==> config.mk <==
export PLATFORM = sky130hd
export DESIGN_NAME = conv_encoder_puncture_flat
export DESIGN_NICKNAME = d
export VERILOG_FILES = /design/src/rtl/conv_encoder_puncture_pkg.sv /design/src/rtl/conv_encoder_puncture_if.sv /design/src/rtl/conv_encoder_puncture_core.sv /design/src/rtl/conv_encoder_puncture.sv /design/src/flat_wrapper.sv
export SDC_FILE = /design/constraint.sdc
export NUM_CORES = 1
export LEC_CHECK = 0
export CORE_MARGIN = 2
export CORE_UTILIZATION = 60
export CTS_BUF_LIST = sky130_fd_sc_hd__clkbuf_4 sky130_fd_sc_hd__clkbuf_8
export CTS_CLUSTER_SIZE = 25
export DETAILED_ROUTE_END_ITERATION = 10
export HOLD_SLACK_MARGIN = 0.02
export PLACE_DENSITY = 0.86
export SLEW_MARGIN = 20
export SYNTH_ARGS = -nofsm -noshare
export SYNTH_HDL_FRONTEND = slang
export SYNTH_SLANG_ARGS = --single-unit
==> constraint.sdc <==
create_clock -name Clock -period 2.95 [get_ports Clock]
set_input_delay 0.59 -clock Clock [delete_from_list [all_inputs] [get_ports Clock]]
set_output_delay 0.59 -clock Clock [all_outputs]
set_load 0.005 [all_outputs]
==> src/rtl/conv_encoder_puncture_pkg.sv <==
// Shared constants for the 802.11a K=7 convolutional encoder and its puncturer:
// rate codes, generator polynomials, FSM encoding and puncture-pattern helpers.
package conv_encoder_puncture_pkg;

   localparam int          CONV_K  = 7;
   localparam logic [6:0]  CONV_G0 = 7'o133;
   localparam logic [6:0]  CONV_G1 = 7'o171;

   typedef enum logic [1:0] {
      RATE_1_2  = 2'b00,
      RATE_2_3  = 2'b01,
      RATE_3_4  = 2'b10,
      RATE_RSVD = 2'b11
   } rate_e;

   localparam logic [1:0] ST_IDLE   = 2'd0;
   localparam logic [1:0] ST_EMIT_A = 2'd1;
   localparam logic [1:0] ST_EMIT_B = 2'd2;

   typedef struct packed {
      logic keep_a;
      logic keep_b;
   } keep_t;

   // The reserved code behaves exactly like rate 1/2.
   function automatic rate_e rate_norm(input logic [1:0] code);
      rate_e r;
      r = rate_e'(code);
      if (r == RATE_RSVD) begin
         r = RATE_1_2;
      end
      return r;
   endfunction

   function automatic keep_t puncture_keep(input rate_e rate, input logic [1:0] phase);
      keep_t k;
      k.keep_a = 1'b1;
      k.keep_b = 1'b1;
      case (rate)
         RATE_2_3: begin
            if (phase == 2'd1) k.keep_b = 1'b0;
         end
         RATE_3_4: begin
            if (phase == 2'd1) k.keep_b = 1'b0;
            if (phase == 2'd2) k.keep_a = 1'b0;
         end
         default: ;
      endcase
      return k;
   endfunction

   function automatic logic [1:0] phase_next(input rate_e rate, input logic [1:0] phase);
      logic [1:0] p;
      case (rate)
         RATE_2_3: p = (phase == 2'd1) ? 2'd0 : 2'd1;
         RATE_3_4: p = (phase == 2'd2) ? 2'd0 : phase + 2'd1;
         default:  p = 2'd0;
      endcase
      return p;
   endfunction

endpackage

==> src/rtl/conv_encoder_puncture_if.sv <==
// One-bit valid/ready stream used on both sides of the encoder.
interface conv_encoder_puncture_if;
   logic data;
   logic valid;
   logic ready;

   modport master (output data, output valid, input ready);
   modport slave  (input data, input valid, output ready);
endinterface

==> src/rtl/conv_encoder_puncture_core.sv <==
// K-stage convolutional encoder core: shift register plus the two generator XOR trees.
module conv_core
   import conv_encoder_puncture_pkg::*;
#(
   parameter int             CL     = CONV_K,
   parameter logic [CL-1:0]  POLY_A = CONV_G0,
   parameter logic [CL-1:0]  POLY_B = CONV_G1
) (
   input  logic Clock,
   input  logic Reset,
   input  logic clear,
   input  logic shift_en,
   input  logic din,
   output logic a,
   output logic b
);

   logic [CL-2:0] s_reg;
   logic [CL-1:0] window;

   // Polynomial MSB taps the current input, lower bits tap progressively older bits.
   assign window[CL-1] = din;
   generate
      for (genvar gi = 0; gi < CL-1; gi++) begin : g_window
         assign window[CL-2-gi] = s_reg[gi];
      end
   endgenerate

   assign a = ^(window & POLY_A);
   assign b = ^(window & POLY_B);

   always_ff @(posedge Clock or posedge Reset) begin
      if (Reset) begin
         s_reg <= '0;
      end else if (clear) begin
         s_reg <= '0;
      end else if (shift_en) begin
         s_reg <= {s_reg[CL-3:0], din};
      end
   end

endmodule

==> src/rtl/conv_encoder_puncture.sv <==
// Rate-1/2 K=7 convolutional encoder with 2/3 and 3/4 puncturing, emitting one
// coded bit per cycle over a valid/ready stream.
module conv_encoder_puncture
   import conv_encoder_puncture_pkg::*;
#(
   parameter int            K  = CONV_K,
   parameter logic [K-1:0]  G0 = CONV_G0,
   parameter logic [K-1:0]  G1 = CONV_G1
) (
   input  logic                  Clock,
   input  logic                  Reset,
   input  logic                  Frame_Start,
   input  logic [1:0]            Rate,
   conv_encoder_puncture_if.slave  in_bus,
   conv_encoder_puncture_if.master out_bus
);

   logic [1:0] state_reg, state_next;
   logic       a_reg, b_reg, keep_b_reg;
   logic [1:0] phase_reg;
   rate_e      rate_reg;

   logic  core_a, core_b;
   keep_t keep;
   logic  group_last;
   logic  out_valid, in_ready;
   logic  accept, xfer;
   logic  out_bit;

   conv_core #(
      .CL     (K),
      .POLY_A (G0),
      .POLY_B (G1)
   ) u_core (
      .Clock    (Clock),
      .Reset    (Reset),
      .clear    (Frame_Start),
      .shift_en (accept),
      .din      (in_bus.data),
      .a        (core_a),
      .b        (core_b)
   );

   assign keep = puncture_keep(rate_reg, phase_reg);

   // The group ends in EMIT_B, or in EMIT_A when B was punctured away.
   assign group_last = (state_reg == ST_EMIT_B) ||
                       ((state_reg == ST_EMIT_A) && !keep_b_reg);

   assign out_valid = (state_reg != ST_IDLE) && !Frame_Start;
   assign in_ready  = !Frame_Start &&
                      ((state_reg == ST_IDLE) || (group_last && out_bus.ready));
   assign accept    = in_bus.valid && in_ready;
   assign xfer      = out_valid && out_bus.ready;

   always_comb begin
      out_bit = 1'b0;
      case (state_reg)
         ST_EMIT_A: out_bit = a_reg;
         ST_EMIT_B: out_bit = b_reg;
         default:   out_bit = 1'b0;
      endcase
   end

   assign out_bus.data  = out_bit;
   assign out_bus.valid = out_valid;
   assign in_bus.ready  = in_ready;

   always_comb begin
      state_next = state_reg;
      if (Frame_Start) begin
         state_next = ST_IDLE;
      end else if (accept) begin
         state_next = keep.keep_a ? ST_EMIT_A : ST_EMIT_B;
      end else if (xfer) begin
         state_next = ((state_reg == ST_EMIT_A) && keep_b_reg) ? ST_EMIT_B : ST_IDLE;
      end
   end

   always_ff @(posedge Clock or posedge Reset) begin
      if (Reset) begin
         state_reg  <= ST_IDLE;
         a_reg      <= 1'b0;
         b_reg      <= 1'b0;
         keep_b_reg <= 1'b0;
         phase_reg  <= 2'd0;
         rate_reg   <= RATE_1_2;
      end else begin
         state_reg <= state_next;
         if (Frame_Start) begin
            phase_reg <= 2'd0;
            rate_reg  <= rate_norm(Rate);
         end else if (accept) begin
            a_reg      <= core_a;
            b_reg      <= core_b;
            keep_b_reg <= keep.keep_b;
            phase_reg  <= phase_next(rate_reg, phase_reg);
         end
      end
   end

endmodule

==> src/flat_wrapper.sv <==
// flat-port wrapper written by rule: the top's interface ports become plain ports
module conv_encoder_puncture_flat import conv_encoder_puncture_pkg::*;
#(
   parameter int            K  = CONV_K,
   parameter logic [K-1:0]  G0 = CONV_G0,
   parameter logic [K-1:0]  G1 = CONV_G1
)
  (Clock, Reset, Frame_Start, Rate, in_bus_data, in_bus_valid, in_bus_ready, out_bus_data, out_bus_valid, out_bus_ready);
  conv_encoder_puncture_if in_bus_i ();
  conv_encoder_puncture_if out_bus_i ();
  input  logic Clock;
  input  logic Reset;
  input  logic Frame_Start;
  input  logic [1:0] Rate;
  input wire logic [$bits(in_bus_i.data)-1:0] in_bus_data;
  input wire logic [$bits(in_bus_i.valid)-1:0] in_bus_valid;
  output wire logic [$bits(in_bus_i.ready)-1:0] in_bus_ready;
  output wire logic [$bits(out_bus_i.data)-1:0] out_bus_data;
  output wire logic [$bits(out_bus_i.valid)-1:0] out_bus_valid;
  input wire logic [$bits(out_bus_i.ready)-1:0] out_bus_ready;
  assign in_bus_i.data = in_bus_data;
  assign in_bus_i.valid = in_bus_valid;
  assign in_bus_ready = in_bus_i.ready;
  assign out_bus_data = out_bus_i.data;
  assign out_bus_valid = out_bus_i.valid;
  assign out_bus_i.ready = out_bus_ready;
  conv_encoder_puncture #(.K(K), .G0(G0), .G1(G1)) u_core (.Clock(Clock), .Reset(Reset), .Frame_Start(Frame_Start), .Rate(Rate), .in_bus(in_bus_i), .out_bus(out_bus_i));
endmodule
==> summary.md <==
| Metric | Value |
|---|---|
| Vias | 644 |
| Syn Area/Cell | 10.1 sq um |
| Area of the multi-input gates | 445 sq um |
| Commonest non-fill, non-tap cell in the layout | nand2_1 |
| Pwr/cell area | 476 nW/um^2 |
| Final #Nets | 111 |
| GP Congestion | 0.777 |
| Num ports | 11 |
| TritonCTS clock tree | yes |
| Initial Utilization | 0.654 |
| Cell Int Power | 0.334 mW |
| Height of the die | 41.9 microns |
| Switching Fraction | 0.298 |
| Synth top area share | 0.435 |
| Register area share after synthesis | 0.435 |
| Sequential fraction of design power | 0.516 |
| Register Area | 375 sq um |
| Drt total wl | 1570 microns |
| Starting DRC count in detailed routing | 3 |
| Synth cell types | 27 |
| Routed Antenna Nets | 0 |
| Htree depth | 1 |
| First-pass GRT wire length | 2660 microns |
| RSZ-0062 raised after global routing | no |
| Cts hold-fix bufs | 0 |
| Syn nets | 98 |
| Synth area leaders | dfrtp_1 44%, nand3b_1 7.8%, nand2_1 7.4%, ha_1 7.3%, xnor2_1 4.1% |
| Avg WL per Cell | 14.0 microns |
| Clock-pin slew on the worst setup and hold paths | 90 ps |
| Max-cap viol count | 0 |
| Grt total ovfl | 0 |
| VDD IR max | 0.338 mV |
| Crit-path max FO | 6 |
| First-pass DRT Iterations | 4 |
| Post-CTS Setup Bufs | 0 |
| Clock network power share | 0.244 |
| Setup Skew | 6.24 ps |
| Synth Instances | 85 |
| Max FFs per register | 6 |
| DP Cell Count | 108 |
| DP Wirelength | 1200 microns |
| Core Box Area | 1320 sq um |
| Run status | complete, no violations |
| PostCTS Resize Cnt | 0 |
| Post-DR vias/cell | 5.75 |
| Clock tree sinks | 15 |
| Logic pwr share | 0.240 |
| NetSw | 0.141 mW |
| Vias in the first global route | 620 |
| Slew headroom | 0.550 |
| Main synth FF type | dfrtp_1 |
| Post-synth EDFFs | 0 |
| Critical Path RT | 2360 ps |
| CTS buffer count | 3 |
| Final Setup Violations | 0 |
| Initial antenna violation count | 0 |
| Cell accounting for the most synthesized area | dfrtp_1 |
| Worst slew pin tran | 673 ps |
| Die W | 41.9 microns |
| IO Port Bufs | 10 |
| Endpoint type of the worst setup path | primary output |
| Final Cycle Share | 0.868 |
| Commonest non-fill, non-tap cells in the layout | 17 x nand2_1, 15 x dfrtp_1, 10 x clkdlybuf4s50_1, 9 x nand3b_1, 6 x inv_1 |
| Largest net degree at the start of global routing | 17 |
| Async SR Flop Fraction | 1.00 |
| CP arrival | 1970 ps |
| Worst skew pair latency | 280 ps |
| Leakage | 0.455 nW |
| Root Driver | clkbuf_4 |
| Gr usage total | 0.205 |
| Fin cells | 112 |
| Layout cells sized above 1 | 0.0928 |
| Total negative setup slack | 0 ps |
| DR DRC count | 0 |
| Maximum clock insertion buffer count | 2 |
| Layout fillers | 90 |
| Die Area | 1760 sq um |
| Min-delay worst type | reg2reg |
| Critical path type | reg2out |
| Yosys warns | 0 |
| Startpoint types | flip-flop |
| Syn-to-layout area delta | 15.7% |
| Post-Syn Area | 862 sq um |
| Min cycle time layout | 2560 ps |
| Final Max Tran Viols | 0 |
| Diode count | 0 |
| Final hold violations | 0 |
| Fmax | 390 MHz |
| Flops & latches, synth | 15 |
| Row count | 13 |
## power by group through the flow
stage	Clock [mW]	Sequential [mW]	Combinational [mW]
after detailed placement	0	0.250	0.114
final	0.116	0.245	0.114
after CTS	0.120	0.245	0.115
after global placement	0	0.247	0.110
after floorplan	0	0.245	0.0817
after global routing	0.130	0.249	0.126
## cell families (layout without fill, tap and decap cells)
kind of cell,after synthesis,after routing,synth area share
adders and majority gates,5,5,0.0726
muxes,1,1,0.0116
buffers and inverters,9,21,0.0479
and+or+nand+nor,35,35,0.219
AOI/OAI and AO/OA,15,15,0.163
xor gates and xnor gates,5,5,0.0508
DFF,15,15,0.435
## layout make-up
type                            count  area share
Clock buffer                        3      0.0226
Sequential cell                    15       0.376
Tap cell                           15      0.0188
Timing Repair Buffer               11       0.108
Clock inverter                      1     0.00502
Multi-Input combinational cell     61       0.447
Inverter                            6      0.0226
## cell usage after synthesis (all sizes together), types with 2 or more instances
cell type  instances
dfrtp             15
xnor2              4
ha                 5
nor2               2
o21ai              4
nand3b             9
inv                6
nor2b              5
nand2             17
buf                2
## stage by stage
step / util / area [sq um] / worst slack [ps] / hold slack, ps / power [mW]
after floorplan: - / 862 / 1290 / 439 / 0.326
after global placement: 0.736 / 970 / 480 / 450 / 0.358
after detailed placement: 0.736 / 970 / 470 / 462 / 0.364
after CTS: 0.757 / 997 / 378 / 488 / 0.480
after global routing: 0.757 / 997 / 289 / 524 / 0.505
final: 0.757 / 997 / 389 / 503 / 0.475
## layer usage
metal  share of wire  GRT usage  vias up  routed length, microns
met5               0          0        -                       0
met4           0.019      0.123        0                      30
met3           0.027     0.0261        4                      43
met2            0.47      0.334       16                     742
met1            0.48      0.256      309                     754
li1                -          -      315                       -
## critical path, stage by stage, from the launching register on
cell and delay, ps:
dfrtp_1 410, inv_1 100, ha_1 360, o21ba_4 200, o31a_1 130, clkdlybuf4s50_1 490
## worst paths after layout
check                           cells past startpoint                          startpoint  slack [ps]                                 end
worst max-delay path                                5     u_core.state_reg[0]$_DFFE_PP0P_         390                        in_bus_ready
worst min-delay path                                2  u_core.u_core.s_reg[3]$_DFFE_PP0P_         500  u_core.u_core.s_reg[4]$_DFFE_PP0P_
worst max register to register                      5     u_core.state_reg[0]$_DFFE_PP0P_        1140     u_core.state_reg[1]$_DFFE_PP0P_
worst min register to register                      2  u_core.u_core.s_reg[3]$_DFFE_PP0P_         500  u_core.u_core.s_reg[4]$_DFFE_PP0P_
max in group asynchronous                           2                               Reset        1940            u_core.a_reg$_DFFE_PP0P_
min in group asynchronous                           2                               Reset         640  u_core.u_core.s_reg[3]$_DFFE_PP0P_
Power figures use the tool's default switching activity.
